File: src/rtl/fft_peak_search.sv
// fft_peak_search: streaming spectral peak detector for one FFT output frame.
// Computes each bin's power as I^2+Q^2 and, at each frame end, reports the
// strongest bin inside the search range. Frames whose length disagrees with
// FFT_LEN are flagged with FRAME_ERR instead of a result.
//
// Ports
//   SYS_CLK        clock (300 MHz domain)
//   SYS_RSTN       asynchronous active-low reset
//   I_DATA_IN      signed real part of the current bin
//   Q_DATA_IN      signed imaginary part of the current bin
//   DATA_IN_VALID  bin present this cycle (no backpressure)
//   DATA_IN_LAST   last bin of the frame, qualified by DATA_IN_VALID
//   PEAK_BIN       index of the winning bin, held until the next result
//   PEAK_POWER     power of the winning bin, held until the next result
//   PEAK_VALID     one-cycle pulse per good frame
//   FRAME_ERR      one-cycle pulse per malformed frame
//   FRAME_CNT      count of good frames, wraps modulo 2^16
module fft_peak_search #(
    parameter int unsigned BIT_NUM     = 24,
    parameter int unsigned FFT_LEN     = 512,
    parameter bit          SKIP_DC     = 1'b1,
    parameter bit          SEARCH_HALF = 1'b1
) (
    input  logic                         SYS_CLK,
    input  logic                         SYS_RSTN,
    input  logic signed [BIT_NUM-1:0]    I_DATA_IN,
    input  logic signed [BIT_NUM-1:0]    Q_DATA_IN,
    input  logic                         DATA_IN_VALID,
    input  logic                         DATA_IN_LAST,
    output logic [$clog2(FFT_LEN)-1:0]   PEAK_BIN,
    output logic [2*BIT_NUM-1:0]         PEAK_POWER,
    output logic                         PEAK_VALID,
    output logic                         FRAME_ERR,
    output logic [15:0]                  FRAME_CNT
);

    localparam int unsigned IDX_W = $clog2(FFT_LEN);
    localparam int unsigned PW    = 2 * BIT_NUM;

    // ------------------------------------------------------------------
    // Bin counter and per-sample frame tags
    // ------------------------------------------------------------------
    logic [IDX_W-1:0] idx;
    logic             idx_full_c;
    logic             end_c;
    logic             good_c;
    logic             in_range_c;

    // FFT_LEN is a power of two, so idx==FFT_LEN-1 is all-ones and
    // idx<FFT_LEN/2 is simply a clear MSB.
    always_comb begin
        idx_full_c = &idx;
        end_c      = DATA_IN_LAST | idx_full_c;
        good_c     = DATA_IN_LAST & idx_full_c;
        in_range_c = (!SKIP_DC || (idx != '0)) && (!SEARCH_HALF || !idx[IDX_W-1]);
    end

    // Bin counter: advances per accepted sample, restarts after any frame end
    always_ff @(posedge SYS_CLK or negedge SYS_RSTN) begin
        if (!SYS_RSTN) begin
            idx <= '0;
        end else if (DATA_IN_VALID) begin
            idx <= end_c ? '0 : idx + IDX_W'(1);
        end
    end

    // ------------------------------------------------------------------
    // Stage 0: register sample and its tags
    // ------------------------------------------------------------------
    logic                      s0_vld;
    logic signed [BIT_NUM-1:0] s0_i;
    logic signed [BIT_NUM-1:0] s0_q;
    logic [IDX_W-1:0]          s0_idx;
    logic                      s0_rng;
    logic                      s0_end;
    logic                      s0_good;

    always_ff @(posedge SYS_CLK or negedge SYS_RSTN) begin
        if (!SYS_RSTN) begin
            s0_vld  <= 1'b0;
            s0_i    <= '0;
            s0_q    <= '0;
            s0_idx  <= '0;
            s0_rng  <= 1'b0;
            s0_end  <= 1'b0;
            s0_good <= 1'b0;
        end else begin
            s0_vld  <= DATA_IN_VALID;
            s0_i    <= I_DATA_IN;
            s0_q    <= Q_DATA_IN;
            s0_idx  <= idx;
            s0_rng  <= DATA_IN_VALID & in_range_c;
            s0_end  <= DATA_IN_VALID & end_c;
            s0_good <= DATA_IN_VALID & good_c;
        end
    end

    // ------------------------------------------------------------------
    // Stage 1: squares, sign-extended to full output width
    // ------------------------------------------------------------------
    logic                 s1_vld;
    logic signed [PW-1:0] s1_pi;
    logic signed [PW-1:0] s1_pq;
    logic [IDX_W-1:0]     s1_idx;
    logic                 s1_rng;
    logic                 s1_end;
    logic                 s1_good;

    always_ff @(posedge SYS_CLK or negedge SYS_RSTN) begin
        if (!SYS_RSTN) begin
            s1_vld  <= 1'b0;
            s1_pi   <= '0;
            s1_pq   <= '0;
            s1_idx  <= '0;
            s1_rng  <= 1'b0;
            s1_end  <= 1'b0;
            s1_good <= 1'b0;
        end else begin
            s1_vld  <= s0_vld;
            s1_pi   <= PW'(s0_i) * PW'(s0_i);
            s1_pq   <= PW'(s0_q) * PW'(s0_q);
            s1_idx  <= s0_idx;
            s1_rng  <= s0_rng;
            s1_end  <= s0_end;
            s1_good <= s0_good;
        end
    end

    // ------------------------------------------------------------------
    // Stage 2: power sum; each square is non-negative so the unsigned
    // sum cannot exceed 2^(PW-1)
    // ------------------------------------------------------------------
    logic             s2_vld;
    logic [PW-1:0]    s2_pow;
    logic [IDX_W-1:0] s2_idx;
    logic             s2_rng;
    logic             s2_end;
    logic             s2_good;

    always_ff @(posedge SYS_CLK or negedge SYS_RSTN) begin
        if (!SYS_RSTN) begin
            s2_vld  <= 1'b0;
            s2_pow  <= '0;
            s2_idx  <= '0;
            s2_rng  <= 1'b0;
            s2_end  <= 1'b0;
            s2_good <= 1'b0;
        end else begin
            s2_vld  <= s1_vld;
            s2_pow  <= $unsigned(s1_pi) + $unsigned(s1_pq);
            s2_idx  <= s1_idx;
            s2_rng  <= s1_rng;
            s2_end  <= s1_end;
            s2_good <= s1_good;
        end
    end

    // ------------------------------------------------------------------
    // Stage 3: running maximum and frame result
    // ------------------------------------------------------------------
    logic             max_vld;
    logic [PW-1:0]    max_pow;
    logic [IDX_W-1:0] max_bin;
    logic             take_c;
    logic [PW-1:0]    best_pow_c;
    logic [IDX_W-1:0] best_bin_c;

    // First in-range bin loads unconditionally; strict compare keeps the
    // lowest index on ties. best_* includes the current bin so the
    // frame-end sample itself can win.
    always_comb begin
        take_c     = 1'b0;
        best_pow_c = max_pow;
        best_bin_c = max_bin;
        if (s2_vld && s2_rng && (!max_vld || (s2_pow > max_pow))) begin
            take_c = 1'b1;
        end
        if (take_c) begin
            best_pow_c = s2_pow;
            best_bin_c = s2_idx;
        end
    end

    always_ff @(posedge SYS_CLK or negedge SYS_RSTN) begin
        if (!SYS_RSTN) begin
            max_vld    <= 1'b0;
            max_pow    <= '0;
            max_bin    <= '0;
            PEAK_BIN   <= '0;
            PEAK_POWER <= '0;
            PEAK_VALID <= 1'b0;
            FRAME_ERR  <= 1'b0;
            FRAME_CNT  <= '0;
        end else begin
            PEAK_VALID <= 1'b0;
            FRAME_ERR  <= 1'b0;
            if (s2_vld && s2_end) begin
                // Search state is cleared at every frame end, good or bad
                max_vld <= 1'b0;
                if (s2_good) begin
                    PEAK_BIN   <= best_bin_c;
                    PEAK_POWER <= best_pow_c;
                    PEAK_VALID <= 1'b1;
                    FRAME_CNT  <= FRAME_CNT + 16'd1;
                end else begin
                    FRAME_ERR  <= 1'b1;
                end
            end else if (take_c) begin
                max_vld <= 1'b1;
                max_pow <= s2_pow;
                max_bin <= s2_idx;
            end
        end
    end

endmodule

File: config.mk
export PLATFORM = sky130hd
export DESIGN_NAME = fft_peak_search
export DESIGN_NICKNAME = d
export VERILOG_FILES = /design/src/rtl/fft_peak_search.sv
export SDC_FILE = /design/constraint.sdc
export NUM_CORES = 2
export LEC_CHECK = 0
export CAP_MARGIN = 10
export CORE_ASPECT_RATIO = 0.7
export CORE_MARGIN = 2
export CORE_UTILIZATION = 65
export DETAILED_ROUTE_END_ITERATION = 8
export DONT_BUFFER_PORTS = 1
export PLACE_DENSITY = 0.81
export SKIP_CTS_REPAIR_TIMING = 1
export SLEW_MARGIN = 25
export SYNTH_ARGS = -nofsm -noshare
export SYNTH_HDL_FRONTEND = slang
export SYNTH_SLANG_ARGS = --single-unit
File: constraint.sdc
create_clock -name SYS_CLK -period 22.2 [get_ports SYS_CLK]
set_input_delay 2.22 -clock SYS_CLK [delete_from_list [all_inputs] [get_ports SYS_CLK]]
set_output_delay 2.22 -clock SYS_CLK [all_outputs]
set_load 0.05 [all_outputs]
## Yosys cells after proc, flatten, opt, wreduce, memory -nomap -nowiden

Index checks and enable logic that the tools add are counted.

| word-level totals | value |
|---|---|
| register bits after elaboration | 373 |
| input bits | 52 |
| output and inout bits | 75 |
| logic and storage cells | 61 |

| cells by class | value |
|---|---|
| add/sub/neg operators | 3 |
| multipliers | 2 |
| $lt $le $gt $ge | 1 |
| muxes and demuxes | 10 |
| bitwise gates (word level) | 5 |
| reductions and logical operators | 11 |

Operators by type and width:

| operator | count |
|---|---|
| 24-bit by 24-bit multiplier with 48-bit output | 2 |
| 48-bit adder | 1 |
| 48-bit > comparator | 1 |
| 48-bit 2-to-1 mux | 1 |
| 9-bit 2-to-1 mux | 2 |
| 16-bit by 1-bit adder with 16-bit output (second input constant) | 1 |
| 9-bit by 1-bit adder with 9-bit output (second input constant) | 1 |
| 9-bit AND reduction | 1 |
| 9-bit nonzero test | 1 |
| 1-bit 2-to-1 mux | 7 |
| 1-bit AND | 4 |
| 1-bit logical AND | 4 |
| 1-bit logical NOT | 2 |
| 2-bit AND reduction | 1 |
| 2-bit nonzero test | 1 |
| 1-bit logical OR | 1 |
| 1-bit OR | 1 |

## Depth between registers and ports, before layout

| depth | value |
|---|---|
| depth after elaboration | 6 |
| mapped depth | 29 |
| mapped depth without buffers | 27 |

## Least setup slack after synthesis

Ideal clock, no wire load.

| path | value |
|---|---|
| path kind | register -> register |
| start | register s0_i[23] |
| end | register s1_pi[46] |
| setup time | 0.080 ns |
| arrival | 7.068 ns |
| required time | 22.120 ns |
| path slack | 15.053 ns |
| cell stages (with the launch flop) | 24 |
| path buffers | 2 |
| period minus slack after synthesis | 7.147 ns |
| path through | dfrtp_1 -> clkbuf_1 -> clkbuf_1 -> nand2_1 -> inv_1 -> fa_1 -> fa_1 -> inv_1 -> fa_1 -> inv_1 -> fa_1 -> fa_1 -> fa_1 -> fa_1 -> ha_1 -> and3_1 -> and3_1 -> a221o_1 -> a211o_1 -> o21ai_1 -> nand2_1 -> a221o_1 -> a21oi_1 -> xnor2_1 |

| between the ends | value |
|---|---|
| longest elaborated chain between the ends | 1 |

Ends and longest elaborated chain:

| what | line | source |
|---|---|---|
| start, declared | 71 | `logic signed [BIT_NUM-1:0] s0_i;` |
| start signal, assigned | 81 | `s0_i <= '0;` |
| start signal, assigned | 89 | `s0_i <= I_DATA_IN;` |
| 24-bit by 24-bit multiplier with 48-bit output | 120 | `s1_pi <= PW'(s0_i) * PW'(s0_i);` |
| end signal, assigned | 120 |  |
| end, declared | 102 | `logic signed [PW-1:0] s1_pi;` |

No other way between the ends.
A chain may end at the register's enable or synchronous reset.

## Worst setup path in the final report

| path | value |
|---|---|
| start | register s0_i[11] |
| end | register s1_pi[46] |

The elaborated chain is that of the path after synthesis.

==> results.toml <==
[run_status]
status = "complete, no violations"

[synthesis]
async_flop_share = 1.00
ys_warn_count = 0
yosysSeqAreaShare = 0.175
synthesis.nets = 6820
synth.cell_area_um2 = 53000
ys_types = 74
ys_ff_latch = 371
synth_edf_count = 0
synthCells = 5266
synth_top_cells_by_area = "fa_1 (42%), dfrtp_1 (18%), inv_1 (10%), ha_1 (9.2%), nand2_1 (3.5%)"
synth_top_area_share = 0.420
ys.flop_type = "dfrtp_1"
yosys.area.top_type = "fa_1"
synth.avg_cell_area_um2 = 10.1

[setup_path]
startpoint_type = "flip-flop"
cpMostUsedCell = "fa_1"
critical_path.max_fanout = 26
worstPathArrival_ps = 8990
critPathCaptureType = "flip-flop"
critical_path_depth = 24
reg2reg_depth = 24
cp_slowest_cell = "dfrtp_1"
cp_top_family = "adder cells"
cp_num_buf_inv = 5
slowest_delay_ps = 1050
critPathRequiredTime_ps = 22730
path_cells = "nand2_1, fa_1, inv_1, fa_1, inv_1, fa_1, fa_1, inv_1, fa_1, fa_1, inv_1, fa_1, inv_1, ha_1, o21a_1, o21ai_0, a31oi_1, a311oi_1, a2111oi_1, o21ai_1, nand2_1, a221o_1, a21oi_1, xnor2_1"
path_class = "flip-flop to flip-flop"

[detailed_routing]
dr.pass1.iters = 5
ant_nets = 0
viasPerCell = 5.60
drc = 0
wirelength_um = 121000
vias = 35260
routedWlPerCell_um = 19.3
first_iter_violations = 2497

[timing]
hold_viol_final = 0
max-slew-margin-rel = 0.244
worstMarginPinSlew_ps = 1130
period_share = 0.381
timing.fmax_ghz = 0.118
rsz0062_at_grt = "no"
finalSetupViolCount = 0
skew_ps = 32.8
setup-tns-final_ps = 0
maxSlewViolCount = 0
finalCriticalPeriod_ps = 8460

[layout]
area_growth_pct = 4.77
drive_above_1_share = 0.0283
fin_nets = 6754
fill_cells = 5781

[grt]
antenna_found_initial = 5
grt_pass1_vias = 38924
grt_pass1_wl_um = 203000
grt_max_degree = 372
grt-ovfl-total = 0
track_usage = 0.308

[floorplan]
start_util = 0.658
die-area_um2 = 83900
std_cell_rows = 87
dieHeight_um = 243
coreArea_um2 = 80700
die_w_um = 345
io_pins = 127

[place]
routabilityCongestion = 0.922
numPortBuffers = 0
dp_hpwl_um = 95900

[cts]
cts.sinks = 371
cts_buffer_depth = 3
cts_tree = "built"
cts_buffers = 40
cts-root-buf = "clkbuf_16"
clkLatencyLatePin_ps = 610
htreeDepth = 2
path_clk_slew_ps = 70

[run]
max_cap_viol_count = 0

[hold_path]
hold_class = "flip-flop to flip-flop"
hold_depth = 0
cells in the mapped netlist, drive strengths merged (5+ instances only):
cell / number
ha: 389
or3: 8
nand2: 499
o21ai: 68
nand4: 80
a211oi: 16
a2111oi: 7
fa: 1113
nand3: 29
and3: 25
o31a: 5
o2111ai: 5
nor3: 13
nor2b: 49
dfrtp: 371
and2: 197
nor2: 96
and4: 5
nand2b: 23
mux2i: 50
mux2: 12
clkbuf: 138
a211o: 5
a21oi: 132
o21a: 16
o211ai: 67
a31oi: 10
xor2: 53
inv: 1474
xnor2: 130
buf: 12
nor4: 5
o21bai: 15
a21o: 92
o31ai: 5
area by class of cell:
type | count | area, µm² | share of cell area
Timing Repair Buffer | 42 | 315 | 0.00567
Antenna cell | 2 | 5.00 | 0.0000901
Sequential cell | 371 | 9290 | 0.167
Multi-Input combinational cell | 3271 | 37700 | 0.678
Tap cell | 1068 | 1340 | 0.0240
Clock inverter | 19 | 254 | 0.00457
Clock buffer | 53 | 1150 | 0.0207
Inverter | 1474 | 5530 | 0.0996
kinds of logic after synthesis:
family                     synth area share
buffers and inverters                 0.115
xor gates and xnor gates             0.0302
muxes                                0.0120
AOI/OAI and AO/OA                    0.0615
and+or+nand+nor                      0.0943
adders and majority gates             0.512
DFF                                   0.175
sequential cells by signal (all words and copies together), names as in the netlist, 9 cells and up:
register    flops
PEAK_POWER     48
max_pow        48
s2_pow         48
s1_pi          47
s1_pq          47
s0_i           24
s0_q           24
FRAME_CNT      16
PEAK_BIN        9
idx             9
max_bin         9
s0_idx          9
s1_idx          9
s2_idx          9
worst paths after layout:
kind,from,endpoint,slack (ps)
max in group asynchronous,SYS_RSTN,s1_pq[38]$_DFF_PN0_,20280
hold reg to reg,s1_idx[3]$_DFF_PN0_,s2_idx[3]$_DFF_PN0_,350
hold / removal,s1_idx[3]$_DFF_PN0_,s2_idx[3]$_DFF_PN0_,350
setup reg to reg,s0_i[11]$_DFF_PN0_,s1_pi[46]$_DFF_PN0_,13740
min in group asynchronous,SYS_RSTN,max_pow[9]$_DFFE_PN0N_,1340
setup / recovery,s0_i[11]$_DFF_PN0_,s1_pi[46]$_DFF_PN0_,13740
layer usage:
| metal | track usage | vias up | wire (µm) |
|---|---|---|---|
| li1 | - | 15590 | - |
| met1 | 0.439 | 18175 | 50600 |
| met2 | 0.482 | 1295 | 56500 |
| met3 | 0.0757 | 198 | 11700 |
| met4 | 0.0725 | 2 | 2720 |
| met5 | 0 | - | 11 |
metrics by stage:
stage	hold slack (ps)	instance area, µm²	utilization	instances	setup slack (ps)
global placement	331	54100	0.671	6226	14130
detailed placement	335	54200	0.671	6226	13870
floorplan	331	53000	-	5266	15050
finish	346	55600	0.689	6300	13740
global route	354	55600	0.689	6299	13410
CTS	348	55600	0.689	6298	13850
cell usage in the layout (no fill, tap or decap), types with 13 or more instances in the layout:
master     count
clkbuf_16     41
nand2b_1      23
o21a_1        16
nor2b_1       49
nand4_1       80
nand3_1       28
o211ai_1      67
a21oi_1      131
nor2_1        96
ha_1         389
o21ai_0       63
nand2_1      498
buf_4         42
o21bai_1      15
a21o_1        92
fa_1        1113
mux2i_1       50
dfrtp_1      367
nor3_1        13
xor2_1        53
and3_1        25
inv_1       1473
a211oi_1      15
xnor2_1      130
and2_1       196
Power is left out: the tool's default activity adds up to more than one toggle a clock period on the data nets, which glitch-free logic cannot reach.
